===== src/rtl/cic_rate_controller_if.sv =====
// Configuration bus between the control register bank and the CIC rate controller.
// The register bank drives the master side and the controller is the slave.
interface cic_rate_controller_if #(
    parameter int DEC_WIDTH = 7
);
    logic [DEC_WIDTH-1:0] cfg_decimation;
    logic                 cfg_valid;
    logic                 cfg_ready;
    logic                 cfg_err;

    modport master (
        output cfg_decimation,
        output cfg_valid,
        input  cfg_ready,
        input  cfg_err
    );

    modport slave (
        input  cfg_decimation,
        input  cfg_valid,
        output cfg_ready,
        output cfg_err
    );
endinterface


===== src/rtl/cic_rate_controller.sv =====
// Gates the sample strobe into the CIC and sequences glitch-free ratio changes (drain, flush, clear, settle).
// Define CIC_CTRL_DROP_CNT_EN to build the saturating drop_count counter; otherwise drop_count is tied to 0.
module cic_rate_controller #(
    parameter int STAGES             = 3,
    parameter int MAX_DECIMATION     = 64,
    parameter int DEC_WIDTH          = 7,
    parameter int DEFAULT_DECIMATION = 8,
    parameter int FLUSH_CYCLES       = 4,
    parameter int SETTLE_OUTPUTS     = STAGES
) (
    input  logic                 clk,
    input  logic                 rst_n,
    input  logic                 enable,
    input  logic                 in_valid,
    cic_rate_controller_if.slave cfg,
    output logic                 cic_valid,
    output logic                 cic_clear_n,
    output logic [DEC_WIDTH-1:0] cic_decimation,
    input  logic                 cic_out_valid,
    output logic                 out_valid,
    output logic [DEC_WIDTH-1:0] phase,
    output logic                 busy,
    output logic                 dropped,
    output logic [15:0]          drop_count
);

    localparam int FW = $clog2(FLUSH_CYCLES + 1);
    localparam int SW = $clog2(SETTLE_OUTPUTS + 2);
    localparam logic [FW-1:0] FLUSH_LAST  = FW'(FLUSH_CYCLES - 1);
    localparam logic [SW-1:0] SETTLE_LAST = SW'((SETTLE_OUTPUTS > 0) ? SETTLE_OUTPUTS - 1 : 0);

    typedef enum logic [2:0] {IDLE, RUN, DRAIN, FLUSH, CLEAR, SETTLE} state_t;

    state_t               state, state_nxt;
    logic [DEC_WIDTH-1:0] phase_nxt, phase_wrap, pending;
    logic                 pending_v;
    logic                 gate, pass;
    logic [FW-1:0]        flush_cnt;
    logic                 clr_second;
    logic [SW-1:0]        settle_cnt;
    logic                 accept, legal, sample, drop_now;

    assign accept   = cfg.cfg_valid && cfg.cfg_ready;
    assign legal    = (cfg.cfg_decimation >= DEC_WIDTH'(2)) &&
                      (cfg.cfg_decimation <= DEC_WIDTH'(MAX_DECIMATION));
    assign sample   = in_valid && gate;
    assign drop_now = enable && in_valid && !gate;

    // Zero-latency strobes: the CIC samples data on the same edge as in_valid.
    assign cic_valid = sample;
    assign out_valid = cic_out_valid && pass;

    assign phase_wrap = (phase == cic_decimation - DEC_WIDTH'(1)) ? '0 : phase + DEC_WIDTH'(1);

    always_comb begin
        // NOTE: every variable gets a default first so no path can infer a latch.
        state_nxt = state;
        phase_nxt = phase;
        if (!enable) begin
            state_nxt = IDLE;
            phase_nxt = '0;
        end else begin
            case (state)
                IDLE: begin
                    state_nxt = CLEAR;
                    phase_nxt = '0;
                end
                RUN: begin
                    if (sample) phase_nxt = phase_wrap;
                    // An accept on the wrapping sample already sits on a period boundary.
                    if (accept && legal) state_nxt = (phase_nxt == '0) ? FLUSH : DRAIN;
                end
                DRAIN: begin
                    if (sample) begin
                        phase_nxt = phase_wrap;
                        if (phase_wrap == '0) state_nxt = FLUSH;
                    end
                end
                FLUSH: begin
                    if (flush_cnt == FLUSH_LAST) state_nxt = CLEAR;
                end
                CLEAR: begin
                    phase_nxt = '0;
                    if (clr_second) state_nxt = (SETTLE_OUTPUTS == 0) ? RUN : SETTLE;
                end
                SETTLE: begin
                    if (sample) phase_nxt = phase_wrap;
                    if (cic_out_valid && settle_cnt == SETTLE_LAST) state_nxt = RUN;
                end
                default: state_nxt = IDLE;
            endcase
        end
    end

    // NOTE: sequential state uses non-blocking assignments so all registers see pre-edge values.
    always_ff @(posedge clk or negedge rst_n) begin
        if (!rst_n) begin
            state          <= IDLE;
            phase          <= '0;
            gate           <= 1'b0;
            pass           <= 1'b0;
            busy           <= 1'b0;
            cic_clear_n    <= 1'b0;
            cic_decimation <= DEC_WIDTH'(DEFAULT_DECIMATION);
            pending        <= '0;
            pending_v      <= 1'b0;
            flush_cnt      <= '0;
            clr_second     <= 1'b0;
            settle_cnt     <= '0;
            cfg.cfg_ready  <= 1'b1;
            cfg.cfg_err    <= 1'b0;
            dropped        <= 1'b0;
        end else begin
            state         <= state_nxt;
            phase         <= phase_nxt;
            gate          <= state_nxt inside {RUN, DRAIN, SETTLE};
            pass          <= state_nxt inside {RUN, DRAIN, FLUSH};
            busy          <= state_nxt inside {DRAIN, FLUSH, CLEAR, SETTLE};
            cfg.cfg_ready <= state_nxt inside {IDLE, RUN};
            cic_clear_n   <= (state_nxt != CLEAR);
            cfg.cfg_err   <= accept && !legal;
            dropped       <= drop_now;
            flush_cnt     <= (state == FLUSH && state_nxt == FLUSH) ? flush_cnt + FW'(1) : '0;
            clr_second    <= (state == CLEAR && state_nxt == CLEAR);

            if (state_nxt != SETTLE)
                settle_cnt <= '0;
            else if (state == SETTLE && cic_out_valid)
                settle_cnt <= settle_cnt + SW'(1);

            // Outside an enabled RUN the ratio applies at once; in RUN it waits for the clear.
            if (accept && legal && (state == IDLE || !enable))
                cic_decimation <= cfg.cfg_decimation;
            else if (state == FLUSH && state_nxt == CLEAR && pending_v)
                cic_decimation <= pending;

            if (!enable || (state == FLUSH && state_nxt == CLEAR)) begin
                pending_v <= 1'b0;
            end else if (state == RUN && accept && legal) begin
                pending_v <= 1'b1;
                pending   <= cfg.cfg_decimation;
            end
        end
    end

`ifdef CIC_CTRL_DROP_CNT_EN
    logic [15:0] drop_cnt_q;

    always_ff @(posedge clk or negedge rst_n) begin
        if (!rst_n)
            drop_cnt_q <= '0;
        else if (drop_now && drop_cnt_q != 16'hFFFF)
            drop_cnt_q <= drop_cnt_q + 16'd1;
    end

    assign drop_count = drop_cnt_q;
`else
    assign drop_count = '0;
`endif

endmodule


===== src/flat_wrapper.sv =====
// flat-port wrapper written by rule: the top's interface ports become plain ports
module cic_rate_controller_flat 
#(
    parameter int STAGES             = 3,
    parameter int MAX_DECIMATION     = 64,
    parameter int DEC_WIDTH          = 7,
    parameter int DEFAULT_DECIMATION = 8,
    parameter int FLUSH_CYCLES       = 4,
    parameter int SETTLE_OUTPUTS     = STAGES
)
  (clk, rst_n, enable, in_valid, cic_valid, cic_clear_n, cic_decimation, cic_out_valid, out_valid, phase, busy, dropped, drop_count, cfg_cfg_decimation, cfg_cfg_valid, cfg_cfg_ready, cfg_cfg_err);
  cic_rate_controller_if #(.DEC_WIDTH(DEC_WIDTH)) cfg_i ();
  input  logic clk;
  input  logic rst_n;
  input  logic enable;
  input  logic in_valid;
  output logic cic_valid;
  output logic cic_clear_n;
  output logic [DEC_WIDTH-1:0] cic_decimation;
  input  logic cic_out_valid;
  output logic out_valid;
  output logic [DEC_WIDTH-1:0] phase;
  output logic busy;
  output logic dropped;
  output logic [15:0] drop_count;
  input wire logic [$bits(cfg_i.cfg_decimation)-1:0] cfg_cfg_decimation;
  input wire logic [$bits(cfg_i.cfg_valid)-1:0] cfg_cfg_valid;
  output wire logic [$bits(cfg_i.cfg_ready)-1:0] cfg_cfg_ready;
  output wire logic [$bits(cfg_i.cfg_err)-1:0] cfg_cfg_err;
  assign cfg_i.cfg_decimation = cfg_cfg_decimation;
  assign cfg_i.cfg_valid = cfg_cfg_valid;
  assign cfg_cfg_ready = cfg_i.cfg_ready;
  assign cfg_cfg_err = cfg_i.cfg_err;
  cic_rate_controller #(.STAGES(STAGES), .MAX_DECIMATION(MAX_DECIMATION), .DEC_WIDTH(DEC_WIDTH), .DEFAULT_DECIMATION(DEFAULT_DECIMATION), .FLUSH_CYCLES(FLUSH_CYCLES), .SETTLE_OUTPUTS(SETTLE_OUTPUTS)) u_core (.clk(clk), .rst_n(rst_n), .enable(enable), .in_valid(in_valid), .cfg(cfg_i), .cic_valid(cic_valid), .cic_clear_n(cic_clear_n), .cic_decimation(cic_decimation), .cic_out_valid(cic_out_valid), .out_valid(out_valid), .phase(phase), .busy(busy), .dropped(dropped), .drop_count(drop_count));
endmodule

===== config.mk =====
export PLATFORM = sky130hd
export DESIGN_NAME = cic_rate_controller_flat
export DESIGN_NICKNAME = d
export VERILOG_FILES = /design/src/rtl/cic_rate_controller_if.sv /design/src/rtl/cic_rate_controller.sv /design/src/flat_wrapper.sv
export SDC_FILE = /design/constraint.sdc
export NUM_CORES = 1
export LEC_CHECK = 0
export ABC_AREA = 1
export ABC_CLOCK_PERIOD_IN_PS = 3900
export CAP_MARGIN = 20
export CORE_ASPECT_RATIO = 1.4
export CORE_UTILIZATION = 30
export CTS_CLUSTER_DIAMETER = 200
export DETAILED_ROUTE_END_ITERATION = 7
export SYNTH_ARGS = -nofsm -noshare
export SYNTH_HDL_FRONTEND = slang
export SYNTH_SLANG_ARGS = --single-unit

===== constraint.sdc =====
create_clock -name clk -period 3.9 [get_ports clk]
set_input_delay 0.975 -clock clk [delete_from_list [all_inputs] [get_ports clk]]
set_output_delay 0.975 -clock clk [all_outputs]
set_load 0.02 [all_outputs]

# Yosys cells after proc, flatten, opt, wreduce, memory -nomap -nowiden
# Index checks and enable logic that the tools add are counted.
# op_classes
add_sub_neg,4
mul,0
div_mod_pow,0
order_cmp,2
n_eq_ne,16
shifts,0
n_mux,22
bitwise_logic,1
n_reduce_logical,36
# op_table
op,n
$mux 7,7
$mux 3,10
$pmux 7 s3,1
$eq 3x2->1 const B,6
$pmux 3 s6,1
$logic_and 1x1->1,17
$logic_not 7->1,2
$eq 3x3->1 const B,4
$reduce_bool 2->1,4
$add 7x1->7 const B,1
$eq 7x7->1,1
$ge 7x2->1 const B,1
$le 7x7->1 const B,1
$sub 7x1->7 const B,1
$add 3x1->3 const B,2
$eq 3x1->1 const B,2
$logic_not 3->1,2
$ne 3x3->1 const B,2
$reduce_bool 3->1,2
$ne 4x3->1 const B,1
$reduce_bool 4->1,1
$reduce_or 2->1,2
$logic_not 1->1,3
$mux 1,3
3 further kinds,4
# totals
reg_bits,39
latch_bits,0
ram_bits,0
rom_bits,0
inputBits,13
wordCells,96
mem_count,0

# Depth between registers and ports, before layout
# depth
depth_word,16
depth_mapped,21
mapped_depth_nobuf,21

# Worst setup path after synthesis
# OpenSTA, ideal clock, no wires.
# synth_timing
path_kind,input to register
startpoint,input in_valid
endpoint,register u_core.cic_decimation[2]
setup_ns,0.117
arrival_time_ns,2.330
t_required_ns,3.783
setup_slack_ns,1.453
path_stages,14
n_path_buf,0
path_cell_list,nand2_1 > clkinv_1 > nand2_1 > nand2_1 > nand2_1 > nor2_1 > nand2_1 > nand2_1 > nand2_2 > nand2_2 > nor2_4 > nand3_4 > nand3_1 > nand2_1
# synth_via
elab_chain_len,13
# synth_rtl
element,line,rtl
from (decl),flat_wrapper.sv:16,input logic in_valid;
$logic_and 1x1->1 *,cic_rate_controller.sv:46,assign sample = in_valid && gate;
named net cic_valid,flat_wrapper.sv:17,output logic cic_valid;
$mux 7,n/a,
$mux 7,cic_rate_controller.sv:63,case (state)
$mux 7,cic_rate_controller.sv:59,if (!enable) begin
$logic_not 7->1,cic_rate_controller.sv:71,if (accept && legal) state_nxt = (phase_nxt == '0) ? FLUSH : DRAIN;
$mux 1,cic_rate_controller.sv:71,
$mux 3,cic_rate_controller.sv:71,
$pmux 3 s6 *,cic_rate_controller.sv:63,
$mux 3 *,cic_rate_controller.sv:59,
$eq 3x3->1 *,cic_rate_controller.sv:134,else if (state == FLUSH && state_nxt == CLEAR && pending_v)
$logic_and 1x1->1 * (2 in series),cic_rate_controller.sv:134,
$reduce_bool 2->1 (no source line) *,n/a,
to (signal assigned),cic_rate_controller.sv:104,cic_decimation <= DEC_WIDTH'(DEFAULT_DECIMATION);
to (signal assigned),cic_rate_controller.sv:133,cic_decimation <= cfg.cfg_decimation;
to (signal assigned),cic_rate_controller.sv:135,cic_decimation <= pending;
to (decl),cic_rate_controller.sv:18,"output logic [DEC_WIDTH-1:0] cic_decimation,"
# Mark *: on every way through the listed nets, which the timed path passes. The rest lies on a longest branch. The select of a mux whose other input is x is not followed.
# A chain may end at the register's enable or synchronous reset.

# Worst setup path in the final report
# layout_timing
startpoint,input in_valid
endpoint,output cic_valid
# layout_via
elab_chain_len,1
# layout_rtl
element,line
$logic_and 1x1->1,cic_rate_controller.sv:46
to (decl),flat_wrapper.sv:17
# No other way between the ends.

==> key figures <==
Placed design
  – Port Buffers: 33
  – Gpl congestion: 0.849
  – Final HPWL DP: 4.16 mm
  – Placed Cells: 463

Die
  – Die Width: 78.9 um
  – Io pins: 50
  – Initial Util: 0.315
  – Die height: 110 um
  – Placeable core area: 7890 um2
  – Rows: 38
  – Die ar.: 8660 um2

Run status
  – Status: completed

Worst setup path
  – Crit path launch type: input pin
  – Most used cell, CP: clkdlybuf4s50_1
  – Critical Path AT: 2470 ps
  – WS Path Type: input pin to output pin
  – R2r worst-path depth: 21
  – Crit. End Element: output pin
  – R2r endpoint: u_core.cic_decimation[0]
  – Worst Path Required: 2920 ps
  – Worst path cell trace: clkdlybuf4s50_1 > nand2_1 > clkinv_1 > clkdlybuf4s50_1
  – Crit path max-delay cell type: clkdlybuf4s50_1
  – Highest net fanout along the worst path: 10
  – Slowest Stage Delay on Critical Path: 610 ps
  – Worst r2r src: u_core.cic_decimation[0]
  – Setup slack, reg-to-reg: 1340 ps

Worst hold path
  – Hold Crit Class: flop to flop
  – WHS Endpoint: u_core.flush_cnt[0]
  – Hold Path Depth: 1
  – Hold Path Origin: u_core.flush_cnt[0]

STA
  – Final hold violation count: 0
  – RSZ-0062 raised after global routing: false
  – Slew of the pin with the lowest slew margin: 868 ps
  – Crit share post-route: 0.884
  – FMAX: 290 MHz
  – Setup TNS: 0 ps
  – Relative slew slack: 0.421
  – Setup-failing EPs final: 0
  – Clk_skew: 3.50 ps
  – Final number of max-transition violations: 0
  – Fin crit period: 3450 ps

Synth
  – #FFs+latches synth: 39
  – Post-synth top area share: 0.372
  – Area leader, netlist: dfrtp_1
  – Synthesized instance count: 335
  – Mapped cell area: 2490 um2
  – Synth area leaders: dfrtp_1, nand2_1, inv_1, buf_4, nand3_1
  – Yosys warns: 0
  – Post-synthesis sequential area ratio: 0.394
  – Mean post-synth cell area: 7.42 um2
  – Post-synthesis cell type count: 35

Route
  – Via count: 2125
  – DR pass1 iterations: 4
  – DRT iter0 DRCs: 97
  – Routed WL: 5.32 mm
  – # DRC: 0
  – Via/cell ratio: 4.51
  – WL/cell: 11.3 um
  – Final ANT Viol Nets: 0

Clock network
  – Clk pin slew, worst setup/hold paths: 70 ps
  – Clock Latency Late Sink: 290 ps
  – CTS Buf Count: 5
  – H-Tree Depth: 2
  – CTS tree: built
  – Root buf cell: clkbuf_8
  – Cts repair resizes: 0
  – CTS Sinks: 39
  – Hold buffers post-CTS: 0
  – Post-CTS Setup Repair Bufs: 0
  – Max clock buf depth: 2

Finish
  – Finished Layout Cells: 471
  – Multi-input logic area: 1240 um2
  – Share of layout cells above drive strength 1: 0.0916
  – Reg area: 978 um2
  – Final #Nets: 389
  – Area delta synth->final: 18.9%
  – Fillers: 835
  – Inserted Diodes: 0

Global routing
  – Initial antenna violation count: 0
  – Remaining global-route overflow: 0
  – Vias in the first global route: 2001
  – Total Routing Usage GR: 0.136
  – First-pass GRT wire length: 9.17 mm
  – Largest net degree at the start of global routing: 40

Job
  – Number of max-cap violations: 0

Pwr
  – P per Cell Area: 360 nW/um2
  – Clock power frac: 0.280
  – Internal power: 0.710 mW
  – Max VDD drop: 123 uV
  – Logic pwr share: 0.284
  – LEAKAGE: 1.46 nW
  – Sw frac: 0.333
  – Seq pwr share: 0.436
  – Switch Pwr: 0.354 mW
state kept, by name, indices dropped and copies added (netlist names):
register               flops
u_core.cic_clear_n         1
u_core.pending_v           1
u_core.gate                1
u_core.cic_decimation      7
u_core.phase               7
u_core.cfg.cfg_err         1
u_core.settle_cnt          3
u_core.busy                1
u_core.clr_second          1
u_core.pass                1
u_core.cfg.cfg_ready       1
u_core.dropped             1
u_core.state               3
u_core.flush_cnt           3
u_core.pending             7
worst max-delay path: cells and delay by family:
| kind | cells | cell delay, ps |
|---|---|---|
| and+or+nand+nor | 1 | 200 |
| buffers and inverters | 3 | 1300 |
Yosys cell counts, drive strengths merged:
| cell type | instances |
|---|---|
| a211o | 1 |
| a21oi | 3 |
| a221o | 1 |
| buf | 17 |
| clkbuf | 3 |
| clkinv | 1 |
| conb | 1 |
| dfrtp | 37 |
| dfstp | 2 |
| ha | 6 |
| inv | 49 |
| nand2 | 105 |
| nand3 | 24 |
| nand4 | 2 |
| nor2 | 34 |
| nor3 | 6 |
| o211ai | 1 |
| o21ai | 21 |
| o21bai | 7 |
| o22ai | 8 |
| xnor2 | 1 |
| xor2 | 5 |
how the worst max path moves through the flow:
stage | startpoint | end | slack, ps
finish | in_valid | cic_valid | 450
global route | in_valid | cic_valid | 330
CTS | in_valid | cic_valid | 450
detailed placement | in_valid | cic_valid | 450
global placement | in_valid | cic_valid | 470
floorplan | in_valid | u_core.cic_decimation[2] | 1450
cells by family (layout without fill, tap and decap cells):
| kind of cell | Yosys count | in the layout | share of synthesized area |
|---|---|---|---|
| xor gates and xnor gates | 6 | 6 | 0.0211 |
| other | 1 | 16 | 0.00151 |
| buffers and inverters | 70 | 91 | 0.130 |
| AOI/OAI and AO/OA | 42 | 42 | 0.115 |
| DFF | 39 | 39 | 0.394 |
| and+or+nand+nor | 171 | 171 | 0.308 |
| adders and majority gates | 6 | 6 | 0.0302 |
power groups by stage:
| stage | registers, mW | clock network, mW | logic (mW) |
|---|---|---|---|
| floorplan | 0.485 | 0 | 0.209 |
| global placement | 0.472 | 0 | 0.297 |
| detailed placement | 0.472 | 0 | 0.303 |
| CTS | 0.465 | 0.310 | 0.305 |
| global route | 0.469 | 0.323 | 0.343 |
| finish | 0.464 | 0.298 | 0.302 |
metrics by stage:
step / hold slack, ps / power [mW] / setup WS (ps) / area (um2) / utilization
after floorplan: 400 / 0.695 / 1450 / 2540 / -
after global placement: 414 / 0.768 / 468 / 2860 / 0.362
after detailed placement: 423 / 0.776 / 447 / 2860 / 0.362
after CTS: 435 / 1.08 / 447 / 2960 / 0.375
after global routing: 445 / 1.13 / 328 / 2960 / 0.375
final: 429 / 1.06 / 451 / 2960 / 0.375
cell type report:
class | count | area share
clock buffers | 8 | 0.0339
flip-flops and latches | 39 | 0.331
multi-input cells | 241 | 0.419
repair buffers | 33 | 0.110
well taps | 100 | 0.0423
inverters | 50 | 0.0635
layer usage:
layer / part of all wire / track usage / wire, um
met5: 0 / 0 / 0
met1: 0.44 / 0.155 / 2320
met2: 0.51 / 0.246 / 2720
met4: 0.020 / 0.0675 / 109
met3: 0.032 / 0.0224 / 170
cells in the final DEF, fill, tap and decap left out, types with 2 or more instances in the layout:
master and count:
o22ai_1 8, clkdlybuf4s50_1 32, dfstp_2 2, nor2_1 27, o21ai_1 4, o21ai_0 16, conb_1 16, o21bai_2 3
a21oi_1 3, clkbuf_8 7, nor2_2 5, nand3_1 22, nor3_1 5, o21bai_1 2, nor2_4 2, nand2_2 4
ha_1 6, dfrtp_1 37, nand3_4 2, xor2_1 5, inv_1 47, o21bai_4 2, inv_2 2, nand2_1 100
Note: power is estimated with default switching activity, not from simulation.
